**src/rtl/modexp_pkg.sv**
```systemverilog
// Shared encodings for the modular-exponentiation sequencer.
package modexp_pkg;

  localparam logic [2:0] ST_IDLE      = 3'd0;
  localparam logic [2:0] ST_INIT      = 3'd1;
  localparam logic [2:0] ST_SCAN      = 3'd2;
  localparam logic [2:0] ST_SQ_ISSUE  = 3'd3;
  localparam logic [2:0] ST_SQ_WAIT   = 3'd4;
  localparam logic [2:0] ST_MUL_ISSUE = 3'd5;
  localparam logic [2:0] ST_MUL_WAIT  = 3'd6;
  localparam logic [2:0] ST_DONE      = 3'd7;

  typedef enum logic [2:0] {
    S_IDLE      = ST_IDLE,
    S_INIT      = ST_INIT,
    S_SCAN      = ST_SCAN,
    S_SQ_ISSUE  = ST_SQ_ISSUE,
    S_SQ_WAIT   = ST_SQ_WAIT,
    S_MUL_ISSUE = ST_MUL_ISSUE,
    S_MUL_WAIT  = ST_MUL_WAIT,
    S_DONE      = ST_DONE
  } state_e;

  // Operand select driven alongside mul_start_o
  localparam logic MUL_SEL_SQUARE = 1'b0;  // acc * acc
  localparam logic MUL_SEL_MULT   = 1'b1;  // acc * base

endpackage

```
**src/rtl/modexp_controller.sv**
```systemverilog
// Left-to-right square-and-multiply sequencer for a shared mod-mult datapath.
//
// state      | meaning
// -----------+------------------------------------------------------------
// IDLE       | ready for start; exponent captured on accept
// INIT       | one-cycle init pulse: datapath loads acc=1, latches base
// SCAN       | skipping leading zero bits, one bit per cycle
// SQ_ISSUE   | launch acc*acc
// SQ_WAIT    | wait for datapath completion of the square
// MUL_ISSUE  | launch acc*base (current bit is 1)
// MUL_WAIT   | wait for datapath completion of the multiply
// DONE       | one-cycle done pulse, then back to IDLE
module modexp_controller
  import modexp_pkg::*;
#(
  parameter int EXP_WIDTH          = 16,
  parameter bit SKIP_LEADING_ZEROS = 1'b1,
  localparam int CNT_WIDTH         = $clog2(EXP_WIDTH)
) (
  input  logic                 clk,
  input  logic                 rst_n,
  input  logic                 start_i,
  input  logic [EXP_WIDTH-1:0] exponent_i,
  input  logic                 abort_i,
  input  logic                 mul_done_i,
  output logic                 ready_o,
  output logic                 busy_o,
  output logic                 init_o,
  output logic                 mul_start_o,
  output logic                 mul_sel_o,
  output logic                 done_o,
  output logic [CNT_WIDTH-1:0] bit_index_o
);

  localparam logic [CNT_WIDTH-1:0] IDX_TOP = CNT_WIDTH'(EXP_WIDTH - 1);
  localparam logic [CNT_WIDTH-1:0] IDX_ONE = CNT_WIDTH'(1);

  state_e                 state_q, state_d;
  logic [CNT_WIDTH-1:0]   idx_q, idx_d;
  logic [EXP_WIDTH-1:0]   exp_q, exp_d;
  logic                   ready_q, busy_q, init_q, mul_start_q, mul_sel_q, done_q;
  logic                   cur_bit;
  logic                   last_bit;

  assign cur_bit  = exp_q[idx_q];
  assign last_bit = (idx_q == '0);

  // Next-state, bit index and exponent capture; abort overrides everything outside IDLE
  always_comb begin
    state_d = state_q;
    idx_d   = idx_q;
    exp_d   = exp_q;
    if (abort_i && (state_q != S_IDLE)) begin
      state_d = S_IDLE;
    end else begin
      case (state_q)
        S_IDLE: begin
          if (start_i) begin
            exp_d   = exponent_i;
            idx_d   = IDX_TOP;
            state_d = S_INIT;
          end
        end
        S_INIT: state_d = SKIP_LEADING_ZEROS ? S_SCAN : S_SQ_ISSUE;
        S_SCAN: begin
          if (cur_bit)       state_d = S_SQ_ISSUE;
          else if (last_bit) state_d = S_DONE;
          else               idx_d   = idx_q - IDX_ONE;
        end
        S_SQ_ISSUE: state_d = S_SQ_WAIT;
        S_SQ_WAIT: begin
          if (mul_done_i) begin
            if (cur_bit)       state_d = S_MUL_ISSUE;
            else if (last_bit) state_d = S_DONE;
            else begin
              idx_d   = idx_q - IDX_ONE;
              state_d = S_SQ_ISSUE;
            end
          end
        end
        S_MUL_ISSUE: state_d = S_MUL_WAIT;
        S_MUL_WAIT: begin
          if (mul_done_i) begin
            if (last_bit) state_d = S_DONE;
            else begin
              idx_d   = idx_q - IDX_ONE;
              state_d = S_SQ_ISSUE;
            end
          end
        end
        S_DONE:  state_d = S_IDLE;
        default: state_d = S_IDLE;
      endcase
    end
  end

  // State registers; outputs are decoded from the next state so they stay glitch-free registers
  always_ff @(posedge clk or negedge rst_n) begin
    if (!rst_n) begin
      state_q     <= S_IDLE;
      idx_q       <= IDX_TOP;
      exp_q       <= '0;
      ready_q     <= 1'b1;
      busy_q      <= 1'b0;
      init_q      <= 1'b0;
      mul_start_q <= 1'b0;
      mul_sel_q   <= MUL_SEL_SQUARE;
      done_q      <= 1'b0;
    end else begin
      state_q     <= state_d;
      idx_q       <= idx_d;
      exp_q       <= exp_d;
      ready_q     <= (state_d == S_IDLE);
      busy_q      <= (state_d != S_IDLE);
      init_q      <= (state_d == S_INIT);
      mul_start_q <= (state_d == S_SQ_ISSUE) || (state_d == S_MUL_ISSUE);
      mul_sel_q   <= (state_d == S_MUL_ISSUE) ? MUL_SEL_MULT : MUL_SEL_SQUARE;
      done_q      <= (state_d == S_DONE);
    end
  end

  assign ready_o     = ready_q;
  assign busy_o      = busy_q;
  assign init_o      = init_q;
  assign mul_start_o = mul_start_q;
  assign mul_sel_o   = mul_sel_q;
  assign done_o      = done_q;
  assign bit_index_o = idx_q;

endmodule

```
**config.mk**
```make
export PLATFORM = sky130hd
export DESIGN_NAME = modexp_controller
export DESIGN_NICKNAME = d
export VERILOG_FILES = /design/src/rtl/modexp_pkg.sv /design/src/rtl/modexp_controller.sv
export SDC_FILE = /design/constraint.sdc
export NUM_CORES = 1
export LEC_CHECK = 0
export ABC_AREA = 1
export CAP_MARGIN = 30
export CORE_ASPECT_RATIO = 1.2
export CORE_MARGIN = 2
export CORE_UTILIZATION = 51
export CTS_CLUSTER_SIZE = 28
export DETAILED_ROUTE_END_ITERATION = 10
export GPL_TIMING_DRIVEN = 0
export HOLD_SLACK_MARGIN = 0.02
export PLACE_DENSITY = 0.89
export SLEW_MARGIN = 0
export SYNTH_ARGS = -nofsm -noshare
export SYNTH_HDL_FRONTEND = slang
export SYNTH_SLANG_ARGS = --single-unit
```
**constraint.sdc**
```tcl
create_clock -name clk -period 2 [get_ports clk]
set_input_delay 0.4 -clock clk [delete_from_list [all_inputs] [get_ports clk]]
set_output_delay 0.4 -clock clk [all_outputs]
set_load 0.03 [all_outputs]
```
# ---- Yosys cells after proc, flatten, opt, wreduce, memory -nomap -nowiden
# Cells that the tools add are included.
dict set report classes {
  add_sub_neg 1
  n_lt_le_gt_ge 1
  eq_ne 14
  n_mux 18
  bitwise 1
  reduce_logical 10
}
# op count
set ops {}
lappend ops {{$mux W3} 8}
lappend ops {{$pmux W3 S8} 1}
lappend ops {{$mux W4} 5}
lappend ops {{$eq A3 B3 Y1 const B} 6}
lappend ops {{$pmux W4 S4} 1}
lappend ops {{$eq A3 B2 Y1 const B} 3}
lappend ops {{$eq A3 B1 Y1 const B} 2}
lappend ops {{$logic_not A3 Y1} 2}
lappend ops {{$ne A2 B2 Y1 const B} 3}
lappend ops {{$reduce_bool A3 Y1} 2}
lappend ops {{$lt A4 B5 Y1 const B} 1}
lappend ops {{$reduce_and A5 Y1} 1}
lappend ops {{$bmux W1 S4} 1}
lappend ops {{$logic_not A4 Y1} 1}
lappend ops {{$reduce_bool A4 Y1} 1}
lappend ops {{$sub A4 B1 Y4 const B} 1}
lappend ops {{$reduce_and A3 Y1} 1}
lappend ops {{$mux W1} 2}
lappend ops {{$logic_and A1 B1 Y1} 1}
lappend ops {{$logic_or A1 B1 Y1} 1}
lappend ops {{$not A1 Y1} 1}
dict set report word_totals {
  reg_bits 29
  inputBits 21
  out_inout_bits 10
  word_cells 54
}

# ---- Logic depth before layout (Yosys ltp)
dict set report logic_depth {
  ltp_word 8
  mapped_depth 13
  mapped_depth_nobuf 13
}

# ---- Worst setup path before layout
# Ideal clock, no wire load.
dict set report synth_timing {
  kind {reg2reg}
  start {register idx_q[1], in the netlist bit_index_o[1]}
  end {register busy_q, in the netlist busy_o}
  setup_time_ns 0.126
  arrival_ns 1.693
  required_ns 1.874
  slack_ns 0.181
  stages_incl_launch_ff 13
  n_path_buf 0
  period_less_slack_ns 1.819
  path_cell_list {dfstp_2 inv_1 ha_1 inv_1 nor2_1 nand2_1 nand2_1 nor2_1 nand3_1 nand2_2 nand2_2 nand2_4 nand3_2}
}
dict set report synth_between {
  elab_chain_len 7
  word_cells_on_any_way 12
  cone_classes {mux (10); reduce/logical (2)}
}
# element line
set synth_lines {}
lappend synth_lines {{start: declaration} modexp_controller.sv:39} ;# logic [CNT_WIDTH-1:0] idx_q, idx_d;
lappend synth_lines {{start signal: assignment} modexp_controller.sv:111} ;# idx_q <= idx_d;
lappend synth_lines {{$bmux W1 S4 / $logic_not A4 Y1 (equally long branches)} {modexp_controller.sv:45, modexp_controller.sv:46}}
lappend synth_lines {{$mux W1 (not written as such) / $mux W3 (equally long branches)} {modexp_controller.sv:45, modexp_controller.sv:74, modexp_controller.sv:84}}
lappend synth_lines {{$mux W3} modexp_controller.sv:73} ;# if (cur_bit) state_d = S_MUL_ISSUE;
lappend synth_lines {{$mux W3} modexp_controller.sv:72} ;# if (mul_done_i) begin
lappend synth_lines {{$pmux W3 S8 *} modexp_controller.sv:56} ;# case (state_q)
lappend synth_lines {{$mux W3 *} modexp_controller.sv:53} ;# if (abort_i && (state_q != S_IDLE)) begin
lappend synth_lines {{$reduce_bool A3 Y1 *} modexp_controller.sv:114} ;# busy_q <= (state_d != S_IDLE);
lappend synth_lines {{end signal: assignment} modexp_controller.sv:114}
lappend synth_lines {{end: declaration} modexp_controller.sv:41} ;# logic ready_q, busy_q, init_q, mul_start_q, mul_sel_q, done_q;
# Every way passes the cells marked *; elsewhere a longest branch is shown, timed or not. The select of a mux whose other input is x is not followed.
# A chain may end at the register's enable or synchronous reset.

# ---- Worst setup path after layout
dict set report layout_timing {
  start {register ready_q, in the netlist ready_o}
  end {output port ready_o}
}
# element line
set layout_rtl {}
lappend layout_rtl {{start: declaration} modexp_controller.sv:41}
lappend layout_rtl {{start signal: assignment} modexp_controller.sv:113} ;# ready_q <= (state_d == S_IDLE);
lappend layout_rtl {{end: declaration} modexp_controller.sv:26} ;# output logic ready_o,
# No word-level cell between the ends.

==> impl_metrics.csv <==
group,metric,value,unit
grt,grt_pass1_wl,5400,microns
worst_setup_path,max_stage_delay,0.66,ns
worst_setup_path,cpLargestDelayFamily,"buffers and inverters",
grt,grt_pass1_vias,1292,
route,ant_nets,0,
worst_setup_path,cp.required,1.60,ns
die,die-area,3570,sq um
placed_design,post-place-ws,0.0957,ns
logic_synthesis,yosysWarningCount,0,
final_layout,finalNonFillerCells,273,
final_layout,finalNetCount,258,
route,drt_iter0_drc,23,
die,pin_count,31,
pwr,internal_power,0.00154,W
pwr,peakVddDrop,0.855,mV
logic_synthesis,synth_sequential_area_ratio,46.1,%
pwr,p_sw,0.00126,W
logic_synthesis,ys_types,26,
logic_synthesis,synth.avg_cell_area,8.09,sq um
route,vias,1361,
clocking,numCtsBuffers,5,
die,rows,22,
route,drtPass1Iterations,4,
placed_design,place.detailed.hpwl,2470,microns
route,drc,0,
worst_setup_path,crit_fanout,1,
logic_synthesis,syn_area,1590,sq um
run,cap_violations,0,
pwr,p_leak,0.974,nW
sta,post-route-min-period,1.89,ns
route,routed.top_layer,"met4",
placed_design,port_buffers,30,
outcome,outcome,"finished, final reports clean",
final_layout,diodes,0,
sta,max_clock_freq,0.529,GHz
clocking,cts_num_sinks,29,
final_layout,final_util,66.8,%
pwr,clock_power_share,11.7,%
pwr,seqPwrFrac,34.1,%
placed_design,placed_area,1960,sq um
clocking,clkSlewWorstSetupHoldPaths,0.08,ns
sta,fin_tns_setup,0,ns
placed_design,dpl.cell_count,263,
worst_setup_path,arrival,1.49,ns
grt,grt_util_all_layers,21.3,%
die,fp.dieW,54.9,microns
sta,skew,0.00139,ns
route,dr_wl_met2,1700,microns
final_layout,syn2layout_area_growth,27.4,%
sta,setup_violations,0,
pwr,swShare,44.8,%
sta,worst_pin_slew,0.499,ns
logic_synthesis,synth.area.top_cells,"dfrtp_1 38%, nand2_1 10%, dfstp_2 8.3%",
logic_synthesis,synth_top_cell_area_share,37.9,%
sta,period_share,94.6,%
sta,grt_setup_unrepaired,"true",
route,routedLengthMet1,1350,microns
worst_setup_path,crit_path_top_delay_cell,"clkdlybuf4s50_1",
sta,finalHoldViolCount,0,
final_layout,final_area,2020,sq um
logic_synthesis,synth_largest_area_cell,"dfrtp_1",
sta,setup_slack,0.109,ns
placed_design,gp_congestion,0.866,
clocking,cts_root_buf,"clkbuf_4",
final_layout,final_layout_size_suffix_gt1_share,20.7,%
clocking,ctsHtreeMaxLevel,2,
logic_synthesis,ys_seq_elements,29,
die,core-area,3030,sq um
worst_setup_path,path_buf_inv,1,
route,wirelength,3220,microns
clocking,clkLatencyLatePin,0.32,ns
pwr,cellPowerDensity,1380,nW/um^2
worst_setup_path,crit_path_start_kind,"flop",
hold_path,hold_class,"in2async",
logic_synthesis,synth_nets,218,
worst_setup_path,crit_type,"reg2out",
die,start_util,52.4,%
clocking,clk_path_buf_depth,2,
die,die_h,65.1,microns
route,vias_per_cell,4.99,
sta,relSlewSlack,66.6,%
worst_setup_path,endpoint_kind,"output pin",
grt,grt_max_degree,22,
pwr,p_comb_share,54.2,%
worst_setup_path,path_cells,"clkdlybuf4s50_1",
route,wl_met3,108,microns
grt,grt_overflow,0,
clocking,tritoncts,"yes",
grt,antenna_found_initial,0,
logic_synthesis,synthCells,196,
route,wl_per_cell,11.8,microns
sta,slew_violations,0,
[kinds of logic (layout without fill, tap and decap cells)]
kind of cell / Yosys count / in the layout / synth area share [%]
flops: 29 / 29 / 46.1
fa+ha+maj: 1 / 1 / 0.789
compound gates: 30 / 30 / 11.0
simple gates: 97 / 97 / 31.9
buf+inv: 39 / 80 / 10.2
[final timing paths]
check / depth (start not counted) / slack (ns) / endpoint / start
max: 1 / 0.11 / ready_o / ready_o
min: 1 / 0.41 / state_q[2] / rst_n
max reg2reg: 12 / 0.15 / mul_start_o / bit_index_o[1]
min reg2reg: 2 / 0.49 / exp_q[3] / exp_q[3]
max in group asynchronous: 2 / 1.04 / bit_index_o[2] / rst_n
min in group clk: 2 / 0.49 / exp_q[3] / exp_q[3]
[power groups by stage]
stage,clock (W),sequential [W],combinational [W]
after floorplan,0,0.00107,0.00100
after global placement,0,0.000970,0.00146
after detailed placement,0,0.000980,0.00150
after CTS,0.000343,0.000967,0.00149
after global routing,0.000367,0.000983,0.00170
final,0.000328,0.000955,0.00152
[cells in the mapped netlist (all sizes together)]
cell,number
o22ai,1
nand4,1
nand3b,1
buf,2
clkbuf,3
nor3,2
dfrtp,24
o21ai,21
nand3,18
ha,1
nand2,57
nor2,18
a21oi,8
dfstp,5
inv,34
[routing by layer]
layer / vias to the layer above / global-route usage [%]
li1: 691 / -
met1: 627 / 23.8
met2: 35 / 34.5
met3: 8 / 6.59
met4: 0 / 12.2
met5: - / 0
[repair_timing]
action / in CTS / in global routing
hold buffers: 0 / 0
setup endpoints to repair: 3 / 9
setup buffers: 0 / 2
resized for setup: 3 / 1
pin swaps: 0 / 0
[flip-flops by register name (all words and copies together) (netlist names)]
name / count
ready_o: 1
bit_index_o: 4
exp_q: 16
init_o: 1
mul_start_o: 1
state_q: 3
done_o: 1
mul_sel_o: 1
busy_o: 1
[layout by cell type, fill, tap and decap left out, types with 5 or more instances in the layout]
cell / instances
a21oi_1: 6
clkbuf_4: 5
nor2_2: 5
clkbuf_1: 6
nand2_1: 44
o21ai_0: 15
nor2_1: 11
clkdlybuf4s50_1: 26
nand3_1: 13
dfstp_2: 5
inv_1: 30
nand2_2: 10
dfrtp_1: 24
[cell type report]
type / count / area [sq um]
tap: 36 / 45.0
clock buffer: 8 / 48.8
sequential: 29 / 732
inverter: 34 / 128
timing repair buffer: 33 / 342
fill: 274 / 1010
multi-input combinational: 128 / 693
buffer: 5 / 33.8
[through the flow]
step                hold slack, ns  power, W
CTS                          0.412   0.00280
detailed placement           0.484   0.00248
floorplan                    0.104   0.00207
global placement             0.456   0.00243
global route                 0.437   0.00305
finish                       0.411   0.00280
Note: power is estimated with default switching activity, not from simulation.
